`config.mk`:
```
export PLATFORM = sky130hd
export DESIGN_NAME = s2p_rx
export DESIGN_NICKNAME = d
export VERILOG_FILES = /design/src/rtl/s2p_pkg.sv /design/src/rtl/s2p_chan.sv /design/src/rtl/s2p_rx.sv
export SDC_FILE = /design/constraint.sdc
export NUM_CORES = 1
export LEC_CHECK = 0
export BUFFER_PORTS_ARGS = -buffer_cell sky130_fd_sc_hd__buf_2
export CELL_PAD_IN_SITES_DETAIL_PLACEMENT = 1
export CELL_PAD_IN_SITES_GLOBAL_PLACEMENT = 2
export CORE_ASPECT_RATIO = 1.4
export CORE_MARGIN = 5
export CORE_UTILIZATION = 42
export DETAILED_ROUTE_END_ITERATION = 12
export PLACE_DENSITY = 0.89
export SKIP_CTS_REPAIR_TIMING = 1
export SLEW_MARGIN = 30
export SYNTH_ARGS = -nofsm -noshare
export SYNTH_HDL_FRONTEND = slang
export SYNTH_SLANG_ARGS = --single-unit
```
`constraint.sdc`:
```
create_clock -name SCLK -period 4.17 [get_ports SCLK]
set_input_delay 0.417 -clock SCLK [delete_from_list [all_inputs] [get_ports SCLK]]
set_output_delay 0.417 -clock SCLK [all_outputs]
set_load 0.01 [all_outputs]
```
`src/rtl/s2p_pkg.sv`:
```
// Shared types and constants for the s2p_rx serial-to-parallel receiver.
package s2p_pkg;

  typedef enum logic {
    IDLE  = 1'b0,
    SHIFT = 1'b1
  } state_t;

  localparam int S2P_WIDTH = 16;

  // Bit-counter width; never below one bit so tiny words still elaborate.
  function automatic int cnt_w(input int width);
    return (width > 1) ? $clog2(width) : 1;
  endfunction

endpackage

```
`src/rtl/s2p_chan.sv`:
```
// One serial channel: MSB-first shift register plus the held parallel word.
module s2p_chan
  import s2p_pkg::*;
#(
  parameter int WIDTH = S2P_WIDTH
) (
  input  logic             clk,
  input  logic             rst,
  input  logic             shift_en,
  input  logic             restart,
  input  logic             commit,
  input  logic             din,
  output logic [WIDTH-1:0] word
);

  // Only WIDTH-1 bits need storing: the LSB arrives on the commit edge itself.
  logic [WIDTH-2:0] sr;
  logic [WIDTH-1:0] nxt;

  assign nxt = {sr, din};

  always_ff @(posedge clk or posedge rst) begin
    if (rst) begin
      sr <= '0;
    end else if (restart) begin
      sr <= (WIDTH-1)'(din);
    end else if (shift_en) begin
      sr <= nxt[WIDTH-2:0];
    end
  end

  always_ff @(posedge clk or posedge rst) begin
    if (rst) begin
      word <= '0;
    end else if (commit) begin
      word <= nxt;
    end
  end

endmodule

```
`src/rtl/s2p_rx.sv`:
```
// MSDAP serial-to-parallel receiver: FRAME-aligned L/R deserializer with InReady/FrameErr strobes.
// Optional: define S2P_ZERO_DETECT_EN to enable the all-zero run detector driving ZeroFlag.
module s2p_rx
  import s2p_pkg::*;
#(
  parameter int WIDTH    = S2P_WIDTH,
  parameter int ZERO_RUN = 800
) (
  input  logic             SCLK,
  input  logic             CLR,
  input  logic             FRAME,
  input  logic             INPUTL,
  input  logic             INPUTR,
  output logic [WIDTH-1:0] PDATAL,
  output logic [WIDTH-1:0] PDATAR,
  output logic             InReady,
  output logic             FrameErr,
  output logic             ZeroFlag
);

  localparam int CNT_W = cnt_w(WIDTH);
  localparam logic [CNT_W-1:0] LAST = CNT_W'(WIDTH-1);

  state_t           state, state_nxt;
  logic [CNT_W-1:0] cnt, cnt_nxt;
  logic             shift_en, restart, commit, abort;

  always_ff @(posedge SCLK or posedge CLR) begin
    if (CLR) begin
      state <= IDLE;
      cnt   <= '0;
    end else begin
      state <= state_nxt;
      cnt   <= cnt_nxt;
    end
  end

  always_comb begin
    state_nxt = state;
    cnt_nxt   = cnt;
    unique case (state)
      IDLE: begin
        if (FRAME) begin
          state_nxt = SHIFT;
          cnt_nxt   = CNT_W'(1);
        end
      end
      SHIFT: begin
        if (FRAME) begin
          cnt_nxt = CNT_W'(1);
        end else if (cnt == LAST) begin
          state_nxt = IDLE;
          cnt_nxt   = '0;
        end else begin
          cnt_nxt = cnt + CNT_W'(1);
        end
      end
      default: begin
        state_nxt = IDLE;
        cnt_nxt   = '0;
      end
    endcase
  end

  // FRAME always restarts a word; in SHIFT it also discards the partial one.
  always_comb begin
    restart  = 1'b0;
    shift_en = 1'b0;
    commit   = 1'b0;
    abort    = 1'b0;
    unique case (state)
      IDLE: restart = FRAME;
      SHIFT: begin
        restart  = FRAME;
        abort    = FRAME;
        shift_en = !FRAME;
        commit   = !FRAME && (cnt == LAST);
      end
      default: ;
    endcase
  end

  always_ff @(posedge SCLK or posedge CLR) begin
    if (CLR) begin
      InReady  <= 1'b0;
      FrameErr <= 1'b0;
    end else begin
      InReady  <= commit;
      FrameErr <= abort;
    end
  end

  s2p_chan #(.WIDTH(WIDTH)) u_chan_l (
    .clk      (SCLK),
    .rst      (CLR),
    .shift_en (shift_en),
    .restart  (restart),
    .commit   (commit),
    .din      (INPUTL),
    .word     (PDATAL)
  );

  s2p_chan #(.WIDTH(WIDTH)) u_chan_r (
    .clk      (SCLK),
    .rst      (CLR),
    .shift_en (shift_en),
    .restart  (restart),
    .commit   (commit),
    .din      (INPUTR),
    .word     (PDATAR)
  );

`ifdef S2P_ZERO_DETECT_EN
  localparam int ZC_W = $clog2(ZERO_RUN + 1);
  localparam logic [ZC_W-1:0] ZMAX = ZC_W'(ZERO_RUN);

  // Track "any one bit seen" per pair so the zero test needs no access to the shift registers.
  logic            nz_seen, pair_zero;
  logic [ZC_W-1:0] zrun, zrun_nxt;

  assign pair_zero = !(nz_seen || INPUTL || INPUTR);

  always_comb begin
    zrun_nxt = zrun;
    if (commit) begin
      if (!pair_zero)       zrun_nxt = '0;
      else if (zrun != ZMAX) zrun_nxt = zrun + ZC_W'(1);
    end
  end

  always_ff @(posedge SCLK or posedge CLR) begin
    if (CLR) begin
      nz_seen  <= 1'b0;
      zrun     <= '0;
      ZeroFlag <= 1'b0;
    end else begin
      if (restart)       nz_seen <= INPUTL || INPUTR;
      else if (shift_en) nz_seen <= nz_seen || INPUTL || INPUTR;
      zrun     <= zrun_nxt;
      ZeroFlag <= (zrun_nxt == ZMAX);
    end
  end
`else
  assign ZeroFlag = 1'b0;
`endif

endmodule

```
# Word level (Yosys, flattened, before mapping)
# Cells that the tools add are included.
dict set report word_totals {
  ram_bits 0
  rom_bits 0
  out_inout_bits 35
  latchBits 0
  wordCells 30
  n_memories 0
  register_bits 69
}
dict set report classes {
  bitwise 1
  magnitude_cmp 0
  add_sub_neg 1
  mux 15
  shift 0
  mul 0
  n_reduce_logical 3
  div 0
  n_eq_ne 2
}
# operator n
set ops {}
lappend ops {{$mux 15} 4}
lappend ops {{$mux 4} 3}
lappend ops {{$pmux 4 s2} 1}
lappend ops {{$mux 1} 6}
lappend ops {{$add 4x1->4 const B} 1}
lappend ops {{$eq 4x4->1 const B} 1}
lappend ops {{$ne 2x2->1 const B} 1}
lappend ops {{$pmux 1 s2} 1}
lappend ops {{$reduce_bool 2->1} 1}
lappend ops {{$logic_and 1x1->1} 1}
lappend ops {{$logic_not 1->1} 1}
lappend ops {{$not 1->1} 1}

# Logic depth before layout (Yosys ltp)
dict set report depth {
  word_depth 4
  mapped_depth 5
}

# Hierarchy
# A second synthesis with hierarchy kept.
dict set report hier_totals {
  cells_unflattened 198
  area_unflattened_um2 2832.7
}
# module seq_area_each_um2 n_inst cells_each area_per_inst_um2
set by_module_without_submodules {}
lappend by_module_without_submodules {s2p_chan 775.7 2 83 1258.7}
lappend by_module_without_submodules {s2p_rx 175.2 1 32 315.3}

# Worst setup path before layout
# OpenSTA, ideal clock, no wires.
dict set report synth_timing {
  path_type {input to register}
  start {in FRAME}
  end {reg u_chan_r.word[11]}
  t_arrival_ns 1.431
  n_path_buf 2
  t_required_ns 4.045
  setup_slack_ns 2.615
  setup_ns 0.125
  stages 4
  path_cell_list {clkbuf_1 > nor3_4 > buf_6 > mux2_2}
}
dict set report synth_via {
  elab_chain_len 3
}
# element line_no
set synth_lines {}
lappend synth_lines {{from (decl)} s2p_rx.sv:11} ;# input logic FRAME,
lappend synth_lines {{$logic_not 1->1} s2p_rx.sv:77} ;# commit = !FRAME && (cnt == LAST);
lappend synth_lines {{$logic_and 1x1->1} s2p_rx.sv:77}
lappend synth_lines {{$mux 1} s2p_rx.sv:71} ;# unique case (state)
lappend synth_lines {{to (signal assigned)} s2p_chan.sv:36} ;# word <= nxt;
lappend synth_lines {{to (decl)} s2p_chan.sv:13} ;# output logic [WIDTH-1:0] word
# No other way between the ends.
# A chain may end at the register's enable or synchronous reset.

# Worst setup path in the final report
dict set report layout_timing {
  start {reg cnt[0]}
  end {reg u_chan_r.word[14]}
}
dict set report layout_via {
  elab_chain_len 3
}
# element line_no
set layout_lines {}
lappend layout_lines {{from (decl)} s2p_rx.sv:25} ;# logic [CNT_W-1:0] cnt, cnt_nxt;
lappend layout_lines {{from (signal assigned)} s2p_rx.sv:34} ;# cnt <= cnt_nxt;
lappend layout_lines {{$eq 4x4->1} s2p_rx.sv:77}
lappend layout_lines {{$logic_and 1x1->1} s2p_rx.sv:77}
lappend layout_lines {{$mux 1} s2p_rx.sv:71}
# No other way between the ends.

==> run summary <==
initial antenna violation count - 0
Ports - 40
CTS tree - done
vias after detailed routing - 1582
critical path cell sequence - ha_1 > nand2_1 > nor3_4 > buf_4 > mux2_2
R2R setup slack - 1920 ps
clock share of power - 41.1%
Synth top area share - 63.62%
pwr dens - 408.6 nW/µm²
Slew @ Worst Pin - 789.5 ps
setup violators final - 0
global-route wire length before repair - 8493 µm
residual DRC count - 0
Max Transition Viols Final - 0
layout cells sized above 1 - 38.33%
vias in the first global route - 1756
row count - 34
status - finished clean
Yosys cell types - 23
final wirelength - 4887 µm
ys async rst share - 100.0%
RePlAce Congestion - 0.6863
peak supply drop - 0.3274 mV
syn_nets - 201
post-DP HPWL - 3225 µm
TNS Setup - 0 ps
Syn-to-layout area delta - 15.40%
largest cells by area after synthesis - dfrtp_1 64%, mux2_2 14%, mux2i_1 11%, nor2_1 4.3%, buf_6 1.2%
area leader, netlist - dfrtp_1
nets@finish - 241
height of the die - 105.1 µm
Reg power frac - 54.4%
Worst slew margin - 47.19%
vias per cell - 5.071
Crit. End Element - flop
root buf cell - clkbuf_8
Internal Pwr Total - 0.9963 mW
largest net degree at the start of global routing - 39
Net Sw Power - 0.2833 mW
global route total overflow - 0
Yosys reg bits - 69
RSZ-0062 raised after global routing - false
leakage - 1.824 nW
Syn Inst Count - 195
wire length per cell - 15.66 µm
Max-Cap Viols - 0
crit path DAT - 2470 ps
Syn Area/Cell - 13.92 µm²
Worst Path Required - 4390 ps
Skew-Pair Late Insertion Delay - 340 ps
Crit path largest cell delay - 610 ps
clock transition at the registers of the reported paths - 70 ps
sequential area share after synthesis - 63.62%
min Tclk post-route - 2245 ps
Fin Clk Skew - 6.607 ps
HP Class - primary input to asynchronous set/reset pin
DRT antenna net count - 0
cell family with most CP delay - simple AND/OR/NAND/NOR gates
Syn. warnings - 0
Logic pwr share - 4.5%
ant diodes - 0
hold violation total from the final report - 0
switch share - 22.14%
final worst path period share - 53.85%
Critical-path top delay cell - nor3_4
Sink Count - 69
CTS max path bufs - 2
Critical Path Start Type - flop
Critical path buffers and inverters - 1
die footprint - 8192 µm²
Die Span X - 77.94 µm
PortBufs - 38
CTS buffer count - 9
first drt pass iteration count - 4
core area - 6254 µm²
Max Freq - 445.4 MHz
CP max FO - 17
ys flop type - dfrtp_1
Cell Area, Synth - 2714 µm²
GR Util All Layers - 13.15%
EDFF count, synth - 0
total power - 1.280 mW
Max H-tree Level - 3
Starting Density - 43.40%
Initial DRC Count - 65
Worst Setup Path Type - flop to flop
[logic make-up (layout without fill, tap and decap cells)]
group	after synthesis	after routing	share of synthesized area, %
AO/OA/AOI/OAI	5	5	0.9219
buffers and inverters	14	59	3.181
other	1	1	0.1382
multiplexers	63	63	24.80
AND/OR/NAND/NOR	41	41	6.547
adder cells (fa/ha/maj)	1	1	0.4610
XOR/XNOR	1	1	0.3228
flip-flops	69	69	63.62
[area by class of cell]
cell class	instances	area, µm²
clock buffer	12	145.1
clock inverter	4	47.55
fill	649	3122
inverter	2	7.507
multi-input combinational	112	900.9
sequential	69	1728
tap	72	90.09
timing repair buffer	41	212.7
[sequential cells by signal, summed over array words and instances (netlist names)]
name,flops
u_chan_r.sr,15
u_chan_l.word,16
state,1
InReady,1
u_chan_r.word,16
cnt,4
FrameErr,1
u_chan_l.sr,15
[synth_stat cells, drive strengths merged, types with 2 or more instances]
master  count
o21ai       2
nor2       31
nand2       5
dfrtp      69
mux2i      29
a21oi       3
mux2       34
clkbuf      3
buf         9
inv         2
[metal layers]
metal  vias up  share of wire, %  track usage [%]  wire [µm]
li1        737                 -                -          -
met1       799                43            15.65       2114
met2        38                49            20.61       2397
met3         8               5.5            4.819        268
met4         0               2.2            6.884        106
met5         -                 0                0          0
[worst paths after layout]
check                                       start  cells after the start                end
worst max-delay path                       cnt[0]                      5  u_chan_r.word[14]
worst min-delay path                          CLR                      2   u_chan_l.word[4]
worst max register to register             cnt[0]                      5  u_chan_r.word[14]
worst min register to register  u_chan_r.word[10]                      1  u_chan_r.word[10]
max in group asynchronous                     CLR                      3  u_chan_r.word[15]
min in group SCLK                          INPUTR                      2     u_chan_r.sr[0]
[cells in the final DEF (no fill, tap or decap)]
cell / Yosys / final
clkinv_2: 0 / 2
buf_2: 3 / 38
mux2i_1: 29 / 29
nand2_2: 1 / 1
xor2_1: 1 / 1
inv_2: 0 / 1
nand2b_1: 1 / 1
nor3_4: 1 / 1
nand2_1: 4 / 4
dfrtp_2: 0 / 1
o21ai_0: 2 / 2
mux2_1: 1 / 1
or3_1: 1 / 1
ha_1: 1 / 1
conb_1: 1 / 1
buf_4: 2 / 3
bufinv_16: 0 / 1
nand3_1: 1 / 1
and2_1: 1 / 1
clkbuf_1: 3 / 2
dfrtp_1: 69 / 68
nor2_1: 31 / 31
a21oi_1: 3 / 3
clkinvlp_4: 0 / 1
mux2_2: 33 / 33
clkbuf_8: 0 / 10
inv_1: 2 / 1
[metrics by stage]
stage               area (µm²)  utilization (%)  hold WS [ps]  setup slack, ps  cells
floorplan                 2714                -         478.7             2013    195
global placement          2939            47.00         465.1             1779    296
detailed placement        2939            47.00         486.5             1740    296
CTS                       3132            50.08         229.3             1862    312
global route              3132            50.08         275.2             1758    312
finish                    3132            50.08         225.3             1925    312
[power by group through the flow]
stage	combinational (mW)	sequential [mW]	clock (mW)
2_1_floorplan	0.0374	0.710	0
3_3_place_gp	0.0578	0.708	0
3_5_place_dp	0.0596	0.709	0
4_1_cts	0.0600	0.696	0.549
5_1_grt	0.0664	0.698	0.580
6_report	0.0578	0.696	0.526
No activity file was read; power rests on OpenSTA's default activity.
